<file path="src/rtl/decode_stage_pkg.sv">
// decode_stage_pkg: decoded-instruction struct, RV32 opcodes and immediate formats
package decode_stage_pkg;

    localparam logic [6:0] OP       = 7'b0110011;
    localparam logic [6:0] OP_IMM   = 7'b0010011;
    localparam logic [6:0] LOAD     = 7'b0000011;
    localparam logic [6:0] STORE    = 7'b0100011;
    localparam logic [6:0] BRANCH   = 7'b1100011;
    localparam logic [6:0] JAL      = 7'b1101111;
    localparam logic [6:0] JALR     = 7'b1100111;
    localparam logic [6:0] LUI      = 7'b0110111;
    localparam logic [6:0] AUIPC    = 7'b0010111;
    localparam logic [6:0] SYSTEM   = 7'b1110011;
    localparam logic [6:0] AMO      = 7'b0101111;
    localparam logic [6:0] MISC_MEM = 7'b0001111;

    typedef enum logic [2:0] {IMM_R, IMM_I, IMM_S, IMM_B, IMM_U, IMM_J} imm_fmt_e;

    typedef struct packed {
        logic lui, auipc, jal, jalr;
        logic beq, bne, blt, bge, bltu, bgeu;
        logic lb, lh, lw, lbu, lhu, sb, sh, sw;
        logic addi, slti, sltiu, xori, ori, andi, slli, srli, srai;
        logic add, sub, sll, slt, sltu, xor_op, srl, sra, or_op, and_op;
        logic fence, fence_i, ecall, ebreak;
        logic csrrw, csrrs, csrrc, csrrwi, csrrsi, csrrci;
        logic mul, mulh, mulhsu, mulhu, div, divu, rem, remu;
        logic lr, sc, amoswap, amoadd, amoxor, amoand, amoor, amomin, amomax, amominu, amomaxu;
        logic sret, mret, wfi, sfence_vma;
    } flags_t;

    typedef struct packed {
        logic [31:0] pc;
        logic [4:0]  rd;
        logic [4:0]  rs1;
        logic [4:0]  rs2;
        logic [6:0]  funct7;
        logic [31:0] imm;
        flags_t      f;
        logic        writes_to_reg;
        logic        illegal;
    } instructions;

    function automatic logic [31:0] imm_of(input imm_fmt_e fmt, input logic [31:0] w);
        case (fmt)
            IMM_I:   return {{20{w[31]}}, w[31:20]};
            IMM_S:   return {{20{w[31]}}, w[31:25], w[11:7]};
            IMM_B:   return {{19{w[31]}}, w[31], w[7], w[30:25], w[11:8], 1'b0};
            IMM_U:   return {w[31:12], 12'h000};
            IMM_J:   return {{11{w[31]}}, w[31], w[19:12], w[20], w[30:21], 1'b0};
            default: return '0;
        endcase
    endfunction

endpackage

</file>
<file path="src/rtl/decode_stage_decode.sv">
// instr_decode_comb: purely combinational RV32IMA+priv decoder for one raw word
module instr_decode_comb
    import decode_stage_pkg::*;
#(
    parameter bit ENABLE_M = 1'b1,
    parameter bit ENABLE_A = 1'b1,
    parameter bit ENABLE_S = 1'b1
) (
    input  logic [31:0] instr,
    input  logic [31:0] pc,
    output instructions dec,
    output logic        illegal
);
    logic [6:0] opc, f7;
    logic [2:0] f3;
    logic [4:0] rd, rs1, rs2, f5;
    logic [11:0] i12;
    logic [7:0] f3h, f3r;
    logic priv;
    flags_t f;
    imm_fmt_e fmt;
    assign {f7, rs2, rs1, f3, rd, opc} = instr;
    assign f5   = instr[31:27];
    assign i12  = instr[31:20];
    assign f3h  = 8'b1 << f3;
    assign f3r  = {f3h[0], f3h[1], f3h[2], f3h[3], f3h[4], f3h[5], f3h[6], f3h[7]};
    assign priv = f3h[0] && rd == 5'd0 && rs1 == 5'd0;
    always_comb begin
        f   = '0;
        fmt = IMM_R;
        case (opc)
            LUI:      begin f.lui = 1'b1; fmt = IMM_U; end
            AUIPC:    begin f.auipc = 1'b1; fmt = IMM_U; end
            JAL:      begin f.jal = 1'b1; fmt = IMM_J; end
            JALR:     begin f.jalr = f3h[0]; fmt = IMM_I; end
            BRANCH: begin
                {f.beq, f.bne, f.blt, f.bge, f.bltu, f.bgeu} = {f3h[0], f3h[1], f3h[4], f3h[5], f3h[6], f3h[7]};
                fmt = IMM_B;
            end
            LOAD: begin
                {f.lb, f.lh, f.lw, f.lbu, f.lhu} = {f3h[0], f3h[1], f3h[2], f3h[4], f3h[5]};
                fmt = IMM_I;
            end
            STORE:    begin {f.sb, f.sh, f.sw} = {f3h[0], f3h[1], f3h[2]}; fmt = IMM_S; end
            OP_IMM: begin
                {f.addi, f.slti, f.sltiu, f.xori, f.ori, f.andi} = {f3h[0], f3h[2], f3h[3], f3h[4], f3h[6], f3h[7]};
                {f.slli, f.srli, f.srai} = {f3h[1] && f7 == 7'h00, f3h[5] && f7 == 7'h00, f3h[5] && f7 == 7'h20};
                fmt = IMM_I;
            end
            OP: begin
                {f.add, f.sll, f.slt, f.sltu, f.xor_op, f.srl, f.or_op, f.and_op} = {8{f7 == 7'h00}} & f3r;
                {f.sub, f.sra} = {2{f7 == 7'h20}} & {f3h[0], f3h[5]};
                {f.mul, f.mulh, f.mulhsu, f.mulhu, f.div, f.divu, f.rem, f.remu} = {8{ENABLE_M && f7 == 7'h01}} & f3r;
            end
            MISC_MEM: begin {f.fence, f.fence_i} = {f3h[0], f3h[1]}; fmt = IMM_I; end
            SYSTEM: begin
                {f.ecall, f.ebreak} = {2{priv}} & {i12 == 12'h000, i12 == 12'h001};
                {f.sret, f.mret, f.wfi} = {3{ENABLE_S && priv}} & {i12 == 12'h102, i12 == 12'h302, i12 == 12'h105};
                f.sfence_vma = ENABLE_S && f3h[0] && rd == 5'd0 && f7 == 7'h09;
                {f.csrrw, f.csrrs, f.csrrc, f.csrrwi, f.csrrsi, f.csrrci} = {f3h[1], f3h[2], f3h[3], f3h[5], f3h[6], f3h[7]};
                fmt = IMM_I;
            end
            AMO: begin
                {f.lr, f.sc, f.amoswap, f.amoadd, f.amoxor, f.amoand, f.amoor, f.amomin, f.amomax, f.amominu, f.amomaxu} =
                    {11{ENABLE_A && f3h[2]}} & {f5 == 5'h02 && rs2 == 5'd0, f5 == 5'h03, f5 == 5'h01, f5 == 5'h00, f5 == 5'h04,
                                                f5 == 5'h0C, f5 == 5'h08, f5 == 5'h10, f5 == 5'h14, f5 == 5'h18, f5 == 5'h1C};
            end
            default: ;
        endcase
    end
    always_comb begin
        illegal           = f == '0 || instr[1:0] != 2'b11;
        dec.pc            = pc;
        dec.rd            = (fmt == IMM_S || fmt == IMM_B) ? 5'd0 : rd;
        dec.rs1           = (fmt == IMM_U || fmt == IMM_J) ? 5'd0 : rs1;
        dec.rs2           = (fmt == IMM_I || fmt == IMM_U || fmt == IMM_J) ? 5'd0 : rs2;
        dec.funct7        = f7;
        dec.imm           = imm_of(fmt, instr);
        dec.f             = illegal ? '0 : f;
        dec.writes_to_reg = !illegal && !(f.beq | f.bne | f.blt | f.bge | f.bltu | f.bgeu | f.sb | f.sh | f.sw |
                                          f.fence | f.fence_i | f.ecall | f.ebreak);
        dec.illegal       = illegal;
    end
endmodule

</file>
<file path="src/rtl/decode_stage.sv">
// decode_stage: DEPTH-entry fetch queue feeding a registered RV32 decoder
module decode_stage
    import decode_stage_pkg::*;
#(
    parameter int DEPTH    = 4,
    parameter bit ENABLE_M = 1'b1,
    parameter bit ENABLE_A = 1'b1,
    parameter bit ENABLE_S = 1'b1
) (
    input  logic                   clk,
    input  logic                   rstn,
    input  logic                   flush,
    input  logic                   in_valid,
    output logic                   in_ready,
    input  logic [31:0]            in_pc,
    input  logic [31:0]            in_instr,
    output logic                   out_valid,
    input  logic                   out_ready,
    output instructions            out_instr,
    output logic                   out_illegal,
    output logic [31:0]            out_tval,
    output logic [4:0]             rs1,
    output logic [4:0]             rs2,
    output logic [$clog2(DEPTH):0] occupancy
);
    localparam int AW = $clog2(DEPTH);
    localparam int CW = AW + 1;
    localparam logic [AW:0] FULL = DEPTH[AW:0];
    logic [31:0] q_pc [DEPTH];
    logic [31:0] q_ins [DEPTH];
    logic [AW-1:0] wp, rp;
    logic [AW:0] cnt;
    logic push, load, dec_ill;
    instructions dec;
    assign in_ready  = rstn && !flush && cnt != FULL;
    assign push      = in_valid && in_ready;
    assign load      = cnt != '0 && (!out_valid || out_ready) && !flush;
    assign occupancy = cnt;
    assign rs1       = cnt != '0 ? q_ins[rp][19:15] : 5'd0;
    assign rs2       = cnt != '0 ? q_ins[rp][24:20] : 5'd0;
    instr_decode_comb #(
        .ENABLE_M(ENABLE_M),
        .ENABLE_A(ENABLE_A),
        .ENABLE_S(ENABLE_S)
    ) u_dec (
        .instr  (q_ins[rp]),
        .pc     (q_pc[rp]),
        .dec    (dec),
        .illegal(dec_ill)
    );
    always_ff @(posedge clk) begin
        if (push) begin
            q_pc[wp]  <= in_pc;
            q_ins[wp] <= in_instr;
        end
    end
    always_ff @(posedge clk) begin
        if (!rstn) begin
            {wp, rp, cnt} <= '0;
            out_valid     <= 1'b0;
            out_illegal   <= 1'b0;
            out_tval      <= '0;
            out_instr     <= '0;
        end else if (flush) begin
            {wp, rp, cnt} <= '0;
            out_valid     <= 1'b0;
        end else begin
            wp  <= wp + AW'(push);
            rp  <= rp + AW'(load);
            cnt <= cnt + CW'(push) - CW'(load);
            if (load) begin
                out_instr   <= dec;
                out_illegal <= dec_ill;
                out_tval    <= q_ins[rp];
                out_valid   <= 1'b1;
            end else if (out_ready) begin
                out_valid   <= 1'b0;
            end
        end
    end
endmodule

</file>
<file path="config.mk">
export PLATFORM = sky130hd
export DESIGN_NAME = decode_stage
export DESIGN_NICKNAME = d
export VERILOG_FILES = /design/src/rtl/decode_stage_pkg.sv /design/src/rtl/decode_stage_decode.sv /design/src/rtl/decode_stage.sv
export SDC_FILE = /design/constraint.sdc
export NUM_CORES = 1
export LEC_CHECK = 0
export ABC_AREA = 1
export CORE_UTILIZATION = 49
export DETAILED_ROUTE_END_ITERATION = 10
export PLACE_DENSITY_LB_ADDON = 0.08
export SLEW_MARGIN = 5
export SYNTH_ARGS = -nofsm -noshare
export SYNTH_HDL_FRONTEND = slang
export SYNTH_SLANG_ARGS = --single-unit
</file>
<file path="constraint.sdc">
create_clock -name clk -period 6.8 [get_ports clk]
set_input_delay 1.02 -clock clk [delete_from_list [all_inputs] [get_ports clk]]
set_output_delay 1.02 -clock clk [all_outputs]
set_load 0.02 [all_outputs]
</file>
==> results of run 1 <==
-- worst max path at each step --
stage                                          to        startpoint
final                                      rs2[0]  rp[0]$_SDFF_PP0_
after global placement    occupancy[2]$_SDFF_PP0_              rstn
after CTS                                  rs2[0]  rp[0]$_SDFF_PP0_
after floorplan             q_ins[0][0]$_DFFE_PP_              rstn
after global routing                       rs1[4]  rp[0]$_SDFF_PP0_
after detailed placement  occupancy[2]$_SDFF_PP0_              rstn
-- flip-flops by register name, summed over array words and instances, names as in the netlist --
register     count
out_illegal      1
occupancy        3
out_instr      157
out_tval        25
q_ins          128
rp               2
wp               2
q_pc           128
out_valid        1
-- metrics by stage --
step	cells	worst slack (ps)	util
after global placement	2470	2600	0.583
after detailed placement	2470	2530	0.583
after floorplan	1833	-44.9	-
after global routing	2554	2110	0.625
final	2557	2330	0.626
after CTS	2552	2290	0.625
-- worst max-delay path: stages (launching register included) --
cell	delay, ps
dfxtp_4	770
buf_4	770
nand2_1	100
nand3_1	120
nand2_1	250
nor2_1	170
clkdlybuf4s50_1	670
-- cells by family after synthesis --
logic type,count (synthesis),share of synthesized area
DFF,447,0.640
and+or+nand+nor,874,0.208
xor gates and xnor gates,3,0.00146
buffers and inverters,175,0.0451
adders and majority gates,5,0.00389
AOI/OAI and AO/OA,329,0.101
-- report_power, final --
part / internal [uW] / switching, uW
Sequential: 2900 / 24.5
Combinational: 131 / 222
Clock: 1500 / 1010
Total: 4530 / 1260
-- routing by layer --
layer,up-vias,GRT usage,wire length (um)
li1,6691,-,-
met1,6508,0.330,20300
met2,487,0.388,21500
met3,98,0.0571,3360
met4,4,0.0880,1370
met5,-,0,27
-- cell type report --
cell class	count	area (sq um)
Tap cell	461	577
Timing Repair Buffer	286	2830
Inverter	65	259
Clock buffer	69	1370
Fill cell	2982	13400
Sequential cell	447	11500
Clock inverter	13	144
Multi-Input combinational cell	1211	5700
Antenna cell	5	12.5
-- layout by cell type, fill, tap and decap left out, types with 44 or more instances in the layout --
master	n
a21oi_1	133
clkbuf_16	48
clkdlybuf4s50_1	273
dfxtp_1	189
edfxtp_1	256
inv_1	44
nand2_1	431
nand3_1	104
nor2_1	255
o21ai_0	117
==> run_summary.xml, run 1 <==
<?xml version="1.0" encoding="UTF-8"?>
<metrics>
  <group name="outcome">
    <metric name="status" unit="">completed</metric>
  </group>
  <group name="drt">
    <metric name="dr.pass1.iters" unit="">5</metric>
    <metric name="detailedRoute.firstIterationViolations" unit="">1064</metric>
    <metric name="num_vias" unit="">13800</metric>
    <metric name="ant_nets" unit="">0</metric>
    <metric name="post-route-drc-count" unit="">0</metric>
    <metric name="wire_per_inst" unit="um">18.2</metric>
    <metric name="wirelength" unit="um">46600</metric>
    <metric name="via_per_inst" unit="">5.39</metric>
  </group>
  <group name="worst_setup_path">
    <metric name="critPathArrivalTime" unit="ps">3450</metric>
    <metric name="worst_r2r_path_depth" unit="">18</metric>
    <metric name="crit_path_required_time" unit="ps">5780</metric>
    <metric name="critical_path.endpoint_type" unit="">output port</metric>
    <metric name="rr_endpoint" unit="">out_instr[1]$_SDFFE_PN0P_</metric>
    <metric name="critical_path_class" unit="">reg2out</metric>
    <metric name="critical_path.max_fanout" unit="">80</metric>
    <metric name="regToRegSetupSlack" unit="ps">3130</metric>
    <metric name="worst_setup_path_start_kind" unit="">register</metric>
    <metric name="reg2reg_from" unit="">rp[0]$_SDFF_PP0_</metric>
  </group>
  <group name="power">
    <metric name="power.leakage" unit="uW">0.00806</metric>
    <metric name="power.total" unit="uW">5790</metric>
    <metric name="power.density" unit="mW/mm^2">259</metric>
    <metric name="ir_worst_vdd" unit="uV">220</metric>
  </group>
  <group name="sta">
    <metric name="final.period_utilization" unit="">0.658</metric>
    <metric name="tightestPinTransition" unit="ps">1130</metric>
    <metric name="hold_ws" unit="ps">463</metric>
    <metric name="finalSetupViolCount" unit="">0</metric>
    <metric name="slew_violations" unit="">0</metric>
    <metric name="max_clock_freq" unit="MHz">223</metric>
    <metric name="rsz0062_at_grt" unit="">no</metric>
    <metric name="worst_clock_skew" unit="ps">18.5</metric>
    <metric name="finalSetupTns" unit="ps">0</metric>
    <metric name="final_critical_delay_including_setup_and_external_delays" unit="ps">4470</metric>
    <metric name="timing.slew.headroom" unit="">0.243</metric>
    <metric name="final-hold-violation-count" unit="">0</metric>
  </group>
  <group name="die">
    <metric name="number_of_rows_created_at_floorplan" unit="">69</metric>
    <metric name="core-area" unit="sq mm">0.0358</metric>
    <metric name="initial_utilization" unit="">0.502</metric>
    <metric name="vert_die_dim" unit="um">194</metric>
    <metric name="dieWidth" unit="um">194</metric>
    <metric name="i_o_pins" unit="">275</metric>
    <metric name="design.die.area" unit="sq mm">0.0375</metric>
  </group>
  <group name="layout">
    <metric name="final_layout_size_suffix_gt1_frac" unit="">0.0818</metric>
    <metric name="final_cell_area" unit="sq mm">0.0224</metric>
    <metric name="syn2layout_area_growth" unit="%">24.6</metric>
    <metric name="layout.nets" unit="">2130</metric>
  </group>
  <group name="logic_synthesis">
    <metric name="yosysTopAreaCellShare" unit="">0.427</metric>
    <metric name="postSynth.topFlopCell" unit="">edfxtp_1</metric>
    <metric name="synthesis.area_per_instance" unit="sq um">9.82</metric>
    <metric name="post-synth-top-count-cell" unit="">nand2_1</metric>
    <metric name="async_reset_ff_frac" unit="">0</metric>
    <metric name="post_synth_num_cell_types" unit="">44</metric>
    <metric name="mappedNetlistNets" unit="">1907</metric>
    <metric name="synth_edf_count" unit="">256</metric>
    <metric name="synth_area_leader_cell" unit="">edfxtp_1</metric>
    <metric name="post_synth_main_area_contributors" unit="">edfxtp_1 43%, dfxtp_1 21%, nand2_1 9.0%, nor2_1 5.3%, a21oi_1 3.7%</metric>
    <metric name="yosys-top-cells-count" unit="">431 x nand2_1, 256 x edfxtp_1, 256 x nor2_1</metric>
    <metric name="yosys_warnings" unit="">0</metric>
    <metric name="yosysSeqAreaShare" unit="">0.640</metric>
    <metric name="post_synth_instance_area" unit="sq mm">0.0180</metric>
    <metric name="ys_seq_elements" unit="">447</metric>
    <metric name="syn_inst" unit="">1833</metric>
  </group>
  <group name="grt">
    <metric name="globalRoute.totalOverflow" unit="">0</metric>
    <metric name="first_pass_grt_wire_length" unit="um">71500</metric>
    <metric name="largest_net_degree_at_the_start_of_global_routing" unit="">128</metric>
    <metric name="vias_in_the_first_global_route" unit="">12700</metric>
    <metric name="globalRouteTotalUtil" unit="">0.245</metric>
    <metric name="antenna_found_initial" unit="">7</metric>
  </group>
  <group name="min_path">
    <metric name="min-delay-start" unit="">out_instr[80]$_SDFFE_PN0P_</metric>
    <metric name="hold_end" unit="">out_instr[80]$_SDFFE_PN0P_</metric>
    <metric name="worst_hold_path.num_cells" unit="">2</metric>
    <metric name="holdCritPathClass" unit="">reg2reg</metric>
  </group>
  <group name="clock_network">
    <metric name="cts-htree-levels" unit="">2</metric>
    <metric name="cts.reportedPaths.clkPinSlew" unit="ps">70</metric>
    <metric name="cts_resized" unit="">0</metric>
    <metric name="post_cts_hold_buffer_count" unit="">0</metric>
    <metric name="tritoncts.num_buffers" unit="">45</metric>
    <metric name="cts_tree" unit="">yes</metric>
    <metric name="cts_buffer_depth" unit="">3</metric>
    <metric name="cts_root_buffer_type" unit="">clkbuf_16</metric>
    <metric name="clock_latency" unit="ps">580</metric>
    <metric name="clkSinkCount" unit="">447</metric>
    <metric name="post-cts-setup-buffer-count" unit="">0</metric>
  </group>
  <group name="flow_run">
    <metric name="max_cap_violations" unit="">0</metric>
  </group>
  <group name="placement">
    <metric name="dp_hpwl" unit="um">28900</metric>
    <metric name="finalWeightedCongestion" unit="">0.910</metric>
    <metric name="placement.cell_area" unit="sq mm">0.0209</metric>
    <metric name="numPortBuffers" unit="">274</metric>
  </group>
</metrics>
(Power assumes the default switching activity.)
==> run 2: changes to the inputs <==
- CORE_UTILIZATION: 49 -> 54
- clock period: 6.8 -> 4.2 ns (I/O delays scaled with it)
==> run 2 against run 1 <==
Utilization grew 6.3 points. Largest power group unchanged. Setup slack got worse by 1900 ps. Global-route usage rose by 2.6 points. Final cell count down 0.66%. Combinational power is 66% higher.
==> run_summary.xml, run 2 (synthesized netlist as in run 1, its figures left out) <==
<?xml version="1.0" encoding="UTF-8"?>
<metrics>
  <group name="outcome">
    <metric name="status" unit="">completed</metric>
  </group>
  <group name="drt">
    <metric name="ant_nets" unit="">0</metric>
    <metric name="num_vias" unit="">13900</metric>
    <metric name="detailedRoute.firstIterationViolations" unit="">1045</metric>
    <metric name="dr.pass1.iters" unit="">5</metric>
    <metric name="via_per_inst" unit="">5.48</metric>
    <metric name="wire_per_inst" unit="um">18.1</metric>
    <metric name="post-route-drc-count" unit="">0</metric>
    <metric name="wirelength" unit="um">46100</metric>
  </group>
  <group name="placement">
    <metric name="finalWeightedCongestion" unit="">0.936</metric>
    <metric name="pre_cts_ws" unit="ps">678</metric>
    <metric name="placedCellCount" unit="">2460</metric>
    <metric name="dp_hpwl" unit="um">29900</metric>
    <metric name="numPortBuffers" unit="">274</metric>
  </group>
  <group name="worst_setup_path">
    <metric name="worst_setup_path_start_kind" unit="">register</metric>
    <metric name="critical-path-top-cell-by-count" unit="">nand2_1</metric>
    <metric name="critical_path.endpoint_type" unit="">output port</metric>
    <metric name="critPathArrivalTime" unit="ps">3100</metric>
    <metric name="crit_path_required_time" unit="ps">3570</metric>
    <metric name="critical_path_class" unit="">reg2out</metric>
    <metric name="path_cells" unit="">buf_4 -&gt; nand2_1 -&gt; nand3_1 -&gt; nand2_1 -&gt; nor2_1 -&gt; clkdlybuf4s50_1</metric>
    <metric name="critical-path-slowest-cell" unit="">clkdlybuf4s50_1</metric>
    <metric name="cp_slowest_stage_delay" unit="ps">670</metric>
    <metric name="critical_path.max_fanout" unit="">60</metric>
  </group>
  <group name="die">
    <metric name="design.die.area" unit="sq mm">0.0341</metric>
    <metric name="initial_utilization" unit="">0.552</metric>
    <metric name="i_o_pins" unit="">275</metric>
    <metric name="vert_die_dim" unit="um">185</metric>
    <metric name="number_of_rows_created_at_floorplan" unit="">66</metric>
    <metric name="dieWidth" unit="um">185</metric>
    <metric name="core-area" unit="sq mm">0.0326</metric>
  </group>
  <group name="grt">
    <metric name="first_pass_grt_wire_length" unit="um">71000</metric>
    <metric name="vias_in_the_first_global_route" unit="">13000</metric>
    <metric name="antenna_found_initial" unit="">5</metric>
    <metric name="grtUsageMet3" unit="">0.0522</metric>
    <metric name="grt_util_met2" unit="">0.451</metric>
    <metric name="groute.layer.met1.usage" unit="">0.357</metric>
    <metric name="largest_net_degree_at_the_start_of_global_routing" unit="">128</metric>
    <metric name="globalRouteTotalUtil" unit="">0.271</metric>
    <metric name="grt-busiest-layer" unit="">met2</metric>
    <metric name="globalRoute.totalOverflow" unit="">0</metric>
  </group>
  <group name="layout">
    <metric name="regMostFlops" unit="">out_instr</metric>
    <metric name="largest_register_ffs" unit="">157</metric>
    <metric name="final_common_cell" unit="">nand2_1</metric>
    <metric name="syn2layout_area_growth" unit="%">24.9</metric>
    <metric name="postLayoutCoreUtil" unit="">0.689</metric>
    <metric name="final_layout_size_suffix_gt1_frac" unit="">0.0853</metric>
    <metric name="ant_cells" unit="">0</metric>
    <metric name="most_frequent_cells_in_the_layout" unit="">431 x nand2_1, 273 x clkdlybuf4s50_1, 256 x edfxtp_1</metric>
    <metric name="layout_top_registers" unit="">out_instr x157, q_ins x128, q_pc x128</metric>
    <metric name="post_layout_nonfiller_instances" unit="">2540</metric>
    <metric name="layout.nets" unit="">2138</metric>
  </group>
  <group name="clock_network">
    <metric name="clock_latency" unit="ps">560</metric>
    <metric name="cts-htree-levels" unit="">2</metric>
    <metric name="cts_resized" unit="">0</metric>
    <metric name="cts_tree" unit="">yes</metric>
    <metric name="tritoncts.num_buffers" unit="">44</metric>
    <metric name="clkSinkCount" unit="">447</metric>
    <metric name="cts_buffer_depth" unit="">3</metric>
    <metric name="post_cts_hold_buffer_count" unit="">0</metric>
    <metric name="cts.reportedPaths.clkPinSlew" unit="ps">60</metric>
    <metric name="cts_root_buffer_type" unit="">clkbuf_16</metric>
    <metric name="post-cts-setup-buffer-count" unit="">0</metric>
  </group>
  <group name="sta">
    <metric name="final.period_utilization" unit="">0.889</metric>
    <metric name="slew_violations" unit="">0</metric>
    <metric name="finalWorstSetupSlack" unit="ps">465</metric>
    <metric name="finalSetupViolCount" unit="">0</metric>
    <metric name="final_critical_delay_including_setup_and_external_delays" unit="ps">3730</metric>
    <metric name="rsz0062_at_grt" unit="">no</metric>
    <metric name="max_clock_freq" unit="MHz">268</metric>
    <metric name="tightestPinTransition" unit="ps">983</metric>
    <metric name="worst_clock_skew" unit="ps">17.9</metric>
    <metric name="final-hold-violation-count" unit="">0</metric>
    <metric name="timing.slew.headroom" unit="">0.341</metric>
  </group>
  <group name="min_path">
    <metric name="holdCritPathClass" unit="">reg2reg</metric>
  </group>
  <group name="power">
    <metric name="power.leakage" unit="uW">0.00811</metric>
    <metric name="power.density" unit="mW/mm^2">414</metric>
    <metric name="ir_worst_vdd" unit="uV">422</metric>
  </group>
  <group name="flow_run">
    <metric name="max_cap_violations" unit="">0</metric>
  </group>
</metrics>
## run 2: path summary, 6_finish.rpt
check | end | startpoint | cells past startpoint | slack [ps]
worst max-delay path | rs2[0] | rp[0]$_SDFF_PP0_ | 6 | 470
worst min register to register | out_instr[27]$_SDFFE_PN0P_ | out_instr[27]$_SDFFE_PN0P_ | 2 | 460
worst min-delay path | out_instr[27]$_SDFFE_PN0P_ | out_instr[27]$_SDFFE_PN0P_ | 2 | 460
worst max register to register | out_instr[1]$_SDFFE_PN0P_ | rp[0]$_SDFF_PP0_ | 16 | 970
## run 2: worst max-delay path, delay by kind of cell, from the launching register on
family / cells / cell delay, ps
and+or+nand+nor: 4 / 640
DFF: 1 / 600
buffers and inverters: 2 / 1270
## run 2: per-stage QoR
step           power (uW)  TNS [ps]  hold WS [ps]  area [sq um]
2_1_floorplan        5130    -86540           527         18000
3_3_place_gp         5400         0           453         21000
3_5_place_dp         5400         0           456         21000
4_1_cts              9340         0           465         22500
5_1_grt              9610         0           477         22500
6_report             9300         0           461         22500
## run 2: layout make-up
cell class / instances / area (sq um)
flip-flops and latches: 447 / 11500
clock inverters: 15 / 225
fillers: 2486 / 10100
inverters: 65 / 259
well taps: 442 / 553
multi-input cells: 1211 / 5730
repair buffers: 295 / 2930
clock buffers: 65 / 1260
## run 2: power by group
group	switching (uW)	internal [uW]	leakage (uW)
combinational	367	218	0.00354
clock	1640	2350	0.000717
sequential	38.2	4690	0.00385
## run 2: per-layer routing
metal / up-vias / wire [um]
met4: 10 / 1180
li1: 6713 / -
met5: - / 65
met1: 6594 / 19400
met3: 93 / 3290
met2: 521 / 22200
